`config.mk`:
```
export PLATFORM = sky130hd
export DESIGN_NAME = control_sequencer
export DESIGN_NICKNAME = d
export VERILOG_FILES = /design/src/rtl/control_sequencer_pkg.sv /design/src/rtl/control_sequencer_decoder.sv /design/src/rtl/control_sequencer.sv
export SDC_FILE = /design/constraint.sdc
export NUM_CORES = 1
export LEC_CHECK = 0
export BUFFER_PORTS_ARGS = -buffer_cell sky130_fd_sc_hd__clkbuf_2
export CORE_UTILIZATION = 51
export DETAILED_ROUTE_END_ITERATION = 8
export GPL_TIMING_DRIVEN = 0
export PLACE_DENSITY = 0.89
export REMOVE_ABC_BUFFERS = 1
export SETUP_SLACK_MARGIN = 0.15
export SYNTH_ARGS = -nofsm -noshare
export SYNTH_HDL_FRONTEND = slang
export SYNTH_HIERARCHICAL = 1
export SYNTH_SLANG_ARGS = --single-unit
```
`constraint.sdc`:
```
create_clock -name clk_main -period 6.2 [get_ports clk_main]
set_clock_uncertainty 0.05 [all_clocks]
set_input_delay 0.93 -clock clk_main [delete_from_list [all_inputs] [get_ports clk_main]]
set_output_delay 0.93 -clock clk_main [all_outputs]
set_load 0.01 [all_outputs]
```
`src/rtl/control_sequencer_pkg.sv`:
```
// -----------------------------------------------------------------------------
// control_sequencer_pkg
// Shared definitions for the multi-cycle control sequencer:
//   - opcode values (OP_NOP .. OP_HALT)
//   - ALU function-select constants used by the sequencer (FS_PASSA, FS_PASSB, FS_ADD)
//   - sequencer state encoding
//   - control word layout (the packed struct fixes the field positions)
// -----------------------------------------------------------------------------
package control_sequencer_pkg;

    // Opcodes, IR[15:12]; 0x1-0x7 are the register-register ALU group
    localparam logic [3:0] OP_NOP  = 4'h0;
    localparam logic [3:0] OP_LDI  = 4'h8;
    localparam logic [3:0] OP_LD   = 4'h9;
    localparam logic [3:0] OP_ST   = 4'hA;
    localparam logic [3:0] OP_BRZ  = 4'hB;
    localparam logic [3:0] OP_JMP  = 4'hC;
    localparam logic [3:0] OP_JAL  = 4'hD;
    localparam logic [3:0] OP_RSVD = 4'hE;
    localparam logic [3:0] OP_HALT = 4'hF;

    // ALU function selects the sequencer drives on its own
    localparam logic [3:0] FS_PASSA = 4'h0;
    localparam logic [3:0] FS_ADD   = 4'h2;
    localparam logic [3:0] FS_PASSB = 4'h8;

    typedef enum logic [1:0] {
        ST_FETCH = 2'd0,
        ST_EXEC  = 2'd1,
        ST_MEM   = 2'd2,
        ST_HALT  = 2'd3
    } state_t;

    // Control word, MSB first: request/enable bits, mux selects, FS, then register addresses
    typedef struct packed {
        logic       imemReq;
        logic       dmemReq;
        logic       mw;
        logic       rw;
        logic       mb;
        logic       md;
        logic       mp;
        logic [3:0] fs;
        logic [3:0] dr;
        logic [3:0] sa;
        logic [3:0] sb;
    } ctrl_word_t;

    localparam int CW_W = $bits(ctrl_word_t);

endpackage

```
`src/rtl/control_sequencer_decoder.sv`:
```
// -----------------------------------------------------------------------------
// cs_decoder
// Purely combinational: sequencer state + instruction register -> control word.
// Every enable/request is low outside the state that uses it; FS/MB/MD/MP are
// low whenever the current instruction/state does not need them.
// Ports:
//   state      in   state_t      current sequencer state
//   ir         in   [15:0]       instruction register
//   dmemReady  in   1            data access complete (qualifies RW for LD)
//   cw         out  ctrl_word_t  decoded control word
// -----------------------------------------------------------------------------
module cs_decoder
    import control_sequencer_pkg::*;
(
    input  state_t      state,
    input  logic [15:0] ir,
    input  logic        dmemReady,
    output ctrl_word_t  cw
);

    logic [3:0] op_s;
    assign op_s = ir[15:12];

    // Control word decode from state and opcode
    always_comb begin
        cw    = '0;
        cw.dr = ir[11:8];
        cw.sa = ir[7:4];
        cw.sb = ir[3:0];
        case (state)
            ST_FETCH: begin
                cw.imemReq = 1'b1;
            end
            ST_EXEC: begin
                case (op_s)
                    4'h1, 4'h2, 4'h3, 4'h4, 4'h5, 4'h6, 4'h7: begin
                        cw.fs = {1'b0, op_s[2:0]};
                        cw.rw = 1'b1;
                    end
                    OP_LDI: begin
                        cw.mb = 1'b1;
                        cw.fs = FS_PASSB;
                        cw.rw = 1'b1;
                    end
                    OP_BRZ: begin
                        cw.fs = FS_PASSA;
                    end
                    OP_JAL: begin
                        // Link value PC+1 goes through the MP mux into R[DR]
                        cw.mp = 1'b1;
                        cw.rw = 1'b1;
                    end
                    default: begin
                        cw.fs = 4'h0;
                    end
                endcase
            end
            ST_MEM: begin
                // MEM is only entered by LD or ST
                cw.dmemReq = 1'b1;
                if (op_s == OP_ST) begin
                    cw.mw = 1'b1;
                end else begin
                    cw.md = 1'b1;
                    cw.rw = dmemReady;
                end
            end
            default: begin
                cw.imemReq = 1'b0;
            end
        endcase
    end

endmodule

```
`src/rtl/control_sequencer.sv`:
```
// -----------------------------------------------------------------------------
// control_sequencer
// Multi-cycle control unit for the 16-bit register/ALU datapath. Fetches an
// instruction, decodes it into DR/SA/SB/FS/MB/MD/RW/MP, and sequences data
// memory, branches, jumps and halt. Owns PC and IR.
// Build option: define TRAP_ILLEGAL_EN to make opcode 0xE set the sticky
// illegal flag and halt; otherwise 0xE is a NOP and illegal is tied low.
// Ports:
//   clk_main, reset(async, active-low)
//   imem_req/imem_addr/imem_rdata/imem_valid   instruction fetch handshake
//   dmem_req/MW/dmem_ready                     data access handshake
//   DR,SA,SB,FS,MB,MD,RW,MP                    datapath control word
//   PC (link = PC+1), BusA (jump target), Z    datapath interface
//   halted, illegal                            status
// -----------------------------------------------------------------------------
module control_sequencer
    import control_sequencer_pkg::*;
#(
    parameter int              PC_W     = 6,
    parameter int              IW       = 16,
    parameter logic [PC_W-1:0] RESET_PC = {PC_W{1'b0}}
) (
    input  logic            clk_main,
    input  logic            reset,
    output logic            imem_req,
    output logic [PC_W-1:0] imem_addr,
    input  logic [IW-1:0]   imem_rdata,
    input  logic            imem_valid,
    output logic            dmem_req,
    output logic            MW,
    input  logic            dmem_ready,
    output logic [3:0]      DR,
    output logic [3:0]      SA,
    output logic [3:0]      SB,
    output logic [3:0]      FS,
    output logic            MB,
    output logic            MD,
    output logic            RW,
    output logic            MP,
    output logic [PC_W-1:0] PC,
    input  logic [15:0]     BusA,
    input  logic            Z,
    output logic            halted,
    output logic            illegal
);

    localparam logic [PC_W-1:0] PC_ONE = {{(PC_W-1){1'b0}}, 1'b1};

    state_t          state_r, stateNext_s;
    logic [PC_W-1:0] pc_r, pcNext_s, pcInc_s, brOff_s;
    logic [IW-1:0]   ir_r, irNext_s;
    logic            started_r;
    logic [3:0]      op_s;
    ctrl_word_t      cw_s;
    logic            unusedBusA_s;
`ifdef TRAP_ILLEGAL_EN
    logic            illegal_r, illegalNext_s;
`endif

    assign op_s    = ir_r[15:12];
    assign pcInc_s = pc_r + PC_ONE;
    // 4-bit signed branch offset from the DR field
    assign brOff_s = {{(PC_W-4){ir_r[11]}}, ir_r[11:8]};
    // Only the low PC_W bits of BusA form a target
    assign unusedBusA_s = ^BusA[15:PC_W];

    cs_decoder u_decoder (
        .state     (state_r),
        .ir        (ir_r[15:0]),
        .dmemReady (dmem_ready),
        .cw        (cw_s)
    );

    // Sequencer state, PC, IR; started_r keeps fetch requests off until after reset release
    always_ff @(posedge clk_main or negedge reset) begin
        if (!reset) begin
            state_r   <= ST_FETCH;
            pc_r      <= RESET_PC;
            ir_r      <= {IW{1'b0}};
            started_r <= 1'b0;
        end else begin
            state_r   <= stateNext_s;
            pc_r      <= pcNext_s;
            ir_r      <= irNext_s;
            started_r <= 1'b1;
        end
    end

`ifdef TRAP_ILLEGAL_EN
    // Sticky illegal-opcode flag
    always_ff @(posedge clk_main or negedge reset) begin
        if (!reset) begin
            illegal_r <= 1'b0;
        end else begin
            illegal_r <= illegalNext_s;
        end
    end
`endif

    // Next-state, next-PC and IR load
    always_comb begin
        stateNext_s = state_r;
        pcNext_s    = pc_r;
        irNext_s    = ir_r;
`ifdef TRAP_ILLEGAL_EN
        illegalNext_s = illegal_r;
`endif
        case (state_r)
            ST_FETCH: begin
                if (started_r && imem_valid) begin
                    irNext_s    = imem_rdata;
                    stateNext_s = ST_EXEC;
                end else begin
                    stateNext_s = ST_FETCH;
                end
            end
            ST_EXEC: begin
                stateNext_s = ST_FETCH;
                pcNext_s    = pcInc_s;
                case (op_s)
                    OP_LD, OP_ST: begin
                        stateNext_s = ST_MEM;
                        pcNext_s    = pc_r;
                    end
                    OP_BRZ: begin
                        pcNext_s = Z ? (pcInc_s + brOff_s) : pcInc_s;
                    end
                    OP_JMP, OP_JAL: begin
                        pcNext_s = BusA[PC_W-1:0];
                    end
                    OP_HALT: begin
                        stateNext_s = ST_HALT;
                        pcNext_s    = pc_r;
                    end
`ifdef TRAP_ILLEGAL_EN
                    OP_RSVD: begin
                        stateNext_s   = ST_HALT;
                        pcNext_s      = pc_r;
                        illegalNext_s = 1'b1;
                    end
`endif
                    default: begin
                        pcNext_s = pcInc_s;
                    end
                endcase
            end
            ST_MEM: begin
                if (dmem_ready) begin
                    pcNext_s    = pcInc_s;
                    stateNext_s = ST_FETCH;
                end else begin
                    stateNext_s = ST_MEM;
                end
            end
            ST_HALT: begin
                stateNext_s = ST_HALT;
            end
            default: begin
                stateNext_s = ST_FETCH;
            end
        endcase
    end

    assign imem_req  = cw_s.imemReq & started_r;
    assign imem_addr = pc_r;
    assign dmem_req  = cw_s.dmemReq;
    assign MW        = cw_s.mw;
    assign DR        = cw_s.dr;
    assign SA        = cw_s.sa;
    assign SB        = cw_s.sb;
    assign FS        = cw_s.fs;
    assign MB        = cw_s.mb;
    assign MD        = cw_s.md;
    assign RW        = cw_s.rw;
    assign MP        = cw_s.mp;
    assign PC        = pcInc_s;
    assign halted    = (state_r == ST_HALT);
`ifdef TRAP_ILLEGAL_EN
    assign illegal   = illegal_r;
`else
    assign illegal   = 1'b0;
`endif

endmodule

```
# Word-level counts from Yosys, hierarchy flattened

Cells that the tools add are included.

Reduce and logical (&&, ||, !) cells: 10
Multiplexer cells: 21
Bitwise operators: 1
Add/subtract/negate cells: 2
Equal/unequal tests: 19

Operator list:

| operator                                                              | number |
|---|---|
| 4-bit equality test, second input constant                            | 7 |
| 6-bit one-hot mux with 3 select lines                                 | 1 |
| 4-bit by 3-bit equality test with 1-bit output, second input constant | 4 |
| 6-bit two-way mux                                                     | 2 |
| 6-bit one-hot mux with 2 select lines                                 | 1 |
| 1-bit two-way mux                                                     | 10 |
| 9-bit OR reduction                                                    | 1 |
| 4-bit by 2-bit equality test with 1-bit output, second input constant | 2 |
| 2-bit one-hot mux with 4 select lines                                 | 1 |
| 4-bit one-hot mux with 2 select lines                                 | 1 |
| 7-bit OR reduction                                                    | 1 |
| 6-bit by 1-bit adder with 6-bit output, second input constant         | 1 |
| 6-bit adder                                                           | 1 |
| 5-bit two-way mux                                                     | 1 |
| 2-bit equality test, second input constant                            | 2 |
| 4-bit by 1-bit equality test with 1-bit output, second input constant | 1 |
| 2-bit two-way mux                                                     | 2 |
| 2-bit inequality test, second input constant                          | 2 |
| 2-bit one-hot mux with 2 select lines                                 | 1 |
| 2-bit OR reduction                                                    | 2 |
| 3-bit AND reduction                                                   | 1 |
| 3-bit OR reduction                                                    | 1 |
| 2-bit by 1-bit equality test with 1-bit output, second input constant | 1 |
| 2-bit zero test                                                       | 1 |
| 5 further kinds                                                       | 5 |

Input bits: 37
Register bits after elaboration: 25
Word-level logic and storage cells: 57
Output and inout bits: 37

# Longest topological paths before layout

Word-level depth: 5
Depth in mapped cells: 9
Mapped depth without buffers: 9

# Cells and area by module

The synthesis kept the hierarchy.

Modules (own cells, without submodules):

| module            | area an instance (um^2) | cells an instance | sequential area each (um^2) | instances |
|---|---|---|---|---|
| control_sequencer | 1,460.2                 | 137               | 625.6                       | 1 |
| cs_decoder        | 259.0                   | 36                | 0.0                         | 1 |

# Least setup slack after synthesis

OpenSTA, ideal clock, no wires.

Kind: flip-flop to flip-flop
Start point: register pc_r[0], in the netlist imem_addr[0]
End point: register pc_r[5], in the netlist imem_addr[5]
Period minus slack after synthesis: 2,329 ps
Setup slack: 3,871 ps
Buffers on the path: 0
Data required time: 6,024 ps
Stages on the path, launching flop included: 10
Library setup time: 126 ps
Arrival: 2,153 ps
Path through: dfrtp_1 ha_1 nand3_1 xnor2_1 ha_1 a21oi_1 nand4_1 and3_1 o21ai_0 a21oi_1

Cells in the longest elaborated chain, start to end: 5
Elaborated cells between the ends (all ways): 6
Those cells by class: add/sub (2); mux (4)

RTL lines:

| element                                | line                     | RTL |
|---|---|---|
| from (decl)                            | control_sequencer.sv:50  | `logic [PC_W-1:0] pc_r, pcNext_s, pcInc_s, brOff_s;` |
| from (signal assigned)                 | control_sequencer.sv:83  | `pc_r <= pcNext_s;` |
| 6-bit by 1-bit adder with 6-bit output | control_sequencer.sv:61  | `assign pcInc_s = pc_r + PC_ONE;` |
| via PC[4]                              | control_sequencer.sv:40  | `output logic [PC_W-1:0] PC,` |
| 6-bit adder                            | control_sequencer.sv:126 | `pcNext_s = Z ? (pcInc_s + brOff_s) : pcInc_s;` |
| 6-bit two-way mux                      | control_sequencer.sv:126 |  |
| 6-bit one-hot mux with 3 select lines  | control_sequencer.sv:120 | `case (op_s)` |
| 6-bit one-hot mux with 2 select lines  | control_sequencer.sv:108 | `case (state_r)` |

The timed path passes the listed nets, and every way through them passes these cells. The select of a mux whose other input is x is not followed.
A chain may end at the register's enable or synchronous reset.

# Worst setup path in the final report

Start point: register pc_r[0], in the netlist imem_addr[0]
End point: output PC[4]

Cells in the longest elaborated chain, start to end: 1

RTL lines:

| element                                | line |
|---|---|
| 6-bit by 1-bit adder with 6-bit output | control_sequencer.sv:61 |
| to (decl)                              | control_sequencer.sv:40 |

Every way passes these cells.

==> results.md <==
- CTS root buffer: clkbuf_4
- CTS max path bufs: 2
- DRT Wirelength: 3.479 mm
- Status: complete, no violations
- CP startpoint: imem_addr[0]
- Largest net degree at the start of global routing: 26
- Initial DRT Pass Iterations: 4
- EDFF count, synth: 0
- Setup_tns: 0 ps
- Skew-Pair Late Insertion Delay: 310 ps
- First-pass GRT wire length: around 5.5 mm
- Fmax: 0.3744 GHz
- Row cnt: 20
- Post-Synthesis Cell Area: 1719 sq um
- Max VDD drop: slightly below 0.09 mV
- Reg power frac: 0.653
- Total CTS buffers: 3
- IO Count: 74
- Pre-CTS WS: approximately 3500 ps
- Switch Pwr: approximately 56 uW
- Register area: about 630 sq um
- Max-slew violation count: 0
- Final Hold Fails: 0
- Vias in the first global route: roughly 1300
- Crit path launch type: flop
- CP max FO: 7
- Final Setup Violations: 0
- Routed Antenna Nets: 0
- Period Utilization, post-route: 0.4308
- Clk sinks: 25
- DIE AREA: between 3000 and 4000 sq um
- Clock power share: 0.295
- Combinational Power Share: 0.052
- Yosys top cell by area: dfrtp_1
- Worst setup margin: 3529 ps
- Max_slew headroom: 0.4904
- GRT Total Usage: 0.2052
- RD Place Congestion: approximately 0.91
- Via count: between 1000 and 1500
- H-tree Lvls: 1
- Flop and latch count out of synthesis: 25
- Commonest non-fill, non-tap cell in the layout: clkbuf_2
- Core area: ~3100 sq um
- Largest cells by area after synthesis: dfrtp_1, mux2_2, ha_1
- Antenna cells: 0
- Commonest non-fill, non-tap cells in the layout: clkbuf_2, dfrtp_1, mux2_2
- CTS tree: done
- Clock-pin slew on the worst setup and hold paths: 140 ps
- Sequential area share after synthesis: 0.3639
- Routed wire length per instance: 13.03 microns
- Drc violations: 0
- Class of the worst hold path: reg -> reg
- CTS-repair resized insts: 0
- Area taken by multi-input logic gates: ~930 sq um
- Cell Pwr Density: ~130 nW/um^2
- Die H: between 60 and 70 microns
- Worst-Margin Slew: roughly 760 ps
- Ys Warns: 6
- P_leak: 0.001092 uW
- Antenna violations before repair: 0
- Synth top area share: 0.3639
- Initial core utilization: 0.5496
- DR iter-0 viols: 60
- Post-route minimum period: 2671 ps
- Cell count after synthesis: between 150 and 200
- RSZ-0062 raised after global routing: false
- Crit path kind: reg -> out
- Mean Syn Cell Area: slightly below 10 sq um
- Die Width: around 60 microns
- Reg2reg start: imem_addr[0]
- Layout cells sized above 1: 0.3946
- Critical path data required time: about 5200 ps
- Top FF cell, synth: dfrtp_1
- Power Internal: slightly below 200 uW
- Sw Ratio: 0.2224
- Cts hold-fix bufs: 0
- Netlist cell types: 47
- Post-DP HPWL: approximately 2.6 mm
- Fill count: around 280
- Critical Path Sink Type: output port
- Remaining Overflow, GRT: 0
- Routed vias/inst: 5.296
- Area Overhead vs Synth: 16.23%
- Share of synthesized registers carrying an async set or reset: 1.000
- Post-CTS Setup Bufs: 0
- Final #Nets: between 200 and 300
- Port Buffers: slightly above 60
- Max-cap violations: 0
- Hold Path Origin: ir_r[7]
- Crit path DAT: around 1700 ps
[power by group through the flow]
stage	Clock (uW)	Combinational (uW)	Sequential, uW
3_3_place_gp	0	13.3	167
4_1_cts	77.2	13.4	164
5_1_grt	81.5	14.9	164
6_report	73.8	13.1	164
3_5_place_dp	0	13.4	167
2_1_floorplan	0	1.29	167
[final timing paths]
path,to,slack (ps),depth (start not counted)
min reg2reg,ir_r[7],470,1
max reg2reg,imem_addr[5],3550,9
max,PC[4],3530,4
min,ir_r[7],470,1
min in group asynchronous,imem_addr[4],550,1
max in group asynchronous,ir_r[3],5150,1
[flip-flops by register name, indices dropped and copies added, names as in the netlist]
name       count
started_r      1
imem_addr      6
state_r        2
ir_r          16
[cell type report]
type                    count  share of cell area
well taps                  44             0.02755
multi-input cells         120              0.4646
repair buffers             63              0.1609
clock buffers               4             0.01315
flip-flops and latches     25              0.3131
inverters                  11             0.02066
[metal layers]
| metal | track usage | vias to the layer above | part of all wire | routed length, microns |
|---|---|---|---|---|
| li1 | - | 699 | - | - |
| met1 | 0.2682 | 663 | 0.45 | 1558 |
| met2 | 0.3397 | 46 | 0.49 | 1697 |
| met3 | 0.01948 | 6 | 0.047 | 165 |
| met4 | 0.09967 | 0 | 0.016 | 57 |
| met5 | 0 | - | 0 | 0 |
[stage by stage]
stage	util	cell area (sq um)	power (uW)	hold slack, ps	instances
global route	0.6388	1998	260.1	499.0	267
global placement	0.6268	1961	179.9	439.0	262
CTS	0.6352	1987	254.2	478.3	266
detailed placement	0.6268	1961	180.0	444.5	262
finish	0.6388	1998	250.4	471.7	267
floorplan	-	1595	167.9	501.2	156
[critical path: stages (launching register included)]
cell and delay [ps]:
dfrtp_1 500, ha_1 260, nand3_1 110, xnor2_1 310
clkbuf_2 200
[cells in the mapped netlist, drive strengths merged (2+ instances only)]
cell	number
o221ai	2
a211oi	2
and3	3
mux2i	2
nand2	9
nor3	4
nand4	2
conb	2
xnor2	7
a22oi	2
ha	9
inv	11
o22ai	2
and2	5
o21ai	9
buf	16
mux2	16
a21o	4
o21a	2
nor2b	5
nor2	4
a21oi	8
a21boi	2
a222oi	2
dfrtp	25
nand3	4
[logic make-up (layout without fill, tap and decap cells)]
family,after synthesis,in the layout,synth area share
AO/OA/AOI/OAI,43,43,0.1754
AND/OR/NAND/NOR,39,39,0.1259
buffers and inverters,28,78,0.09606
flip-flops,25,25,0.3639
multiplexers,18,18,0.1164
adder cells (fa/ha/maj),10,10,0.07715
XOR/XNOR,8,8,0.04076
other,2,2,0.004368
No activity file was read; power rests on OpenSTA's default activity.
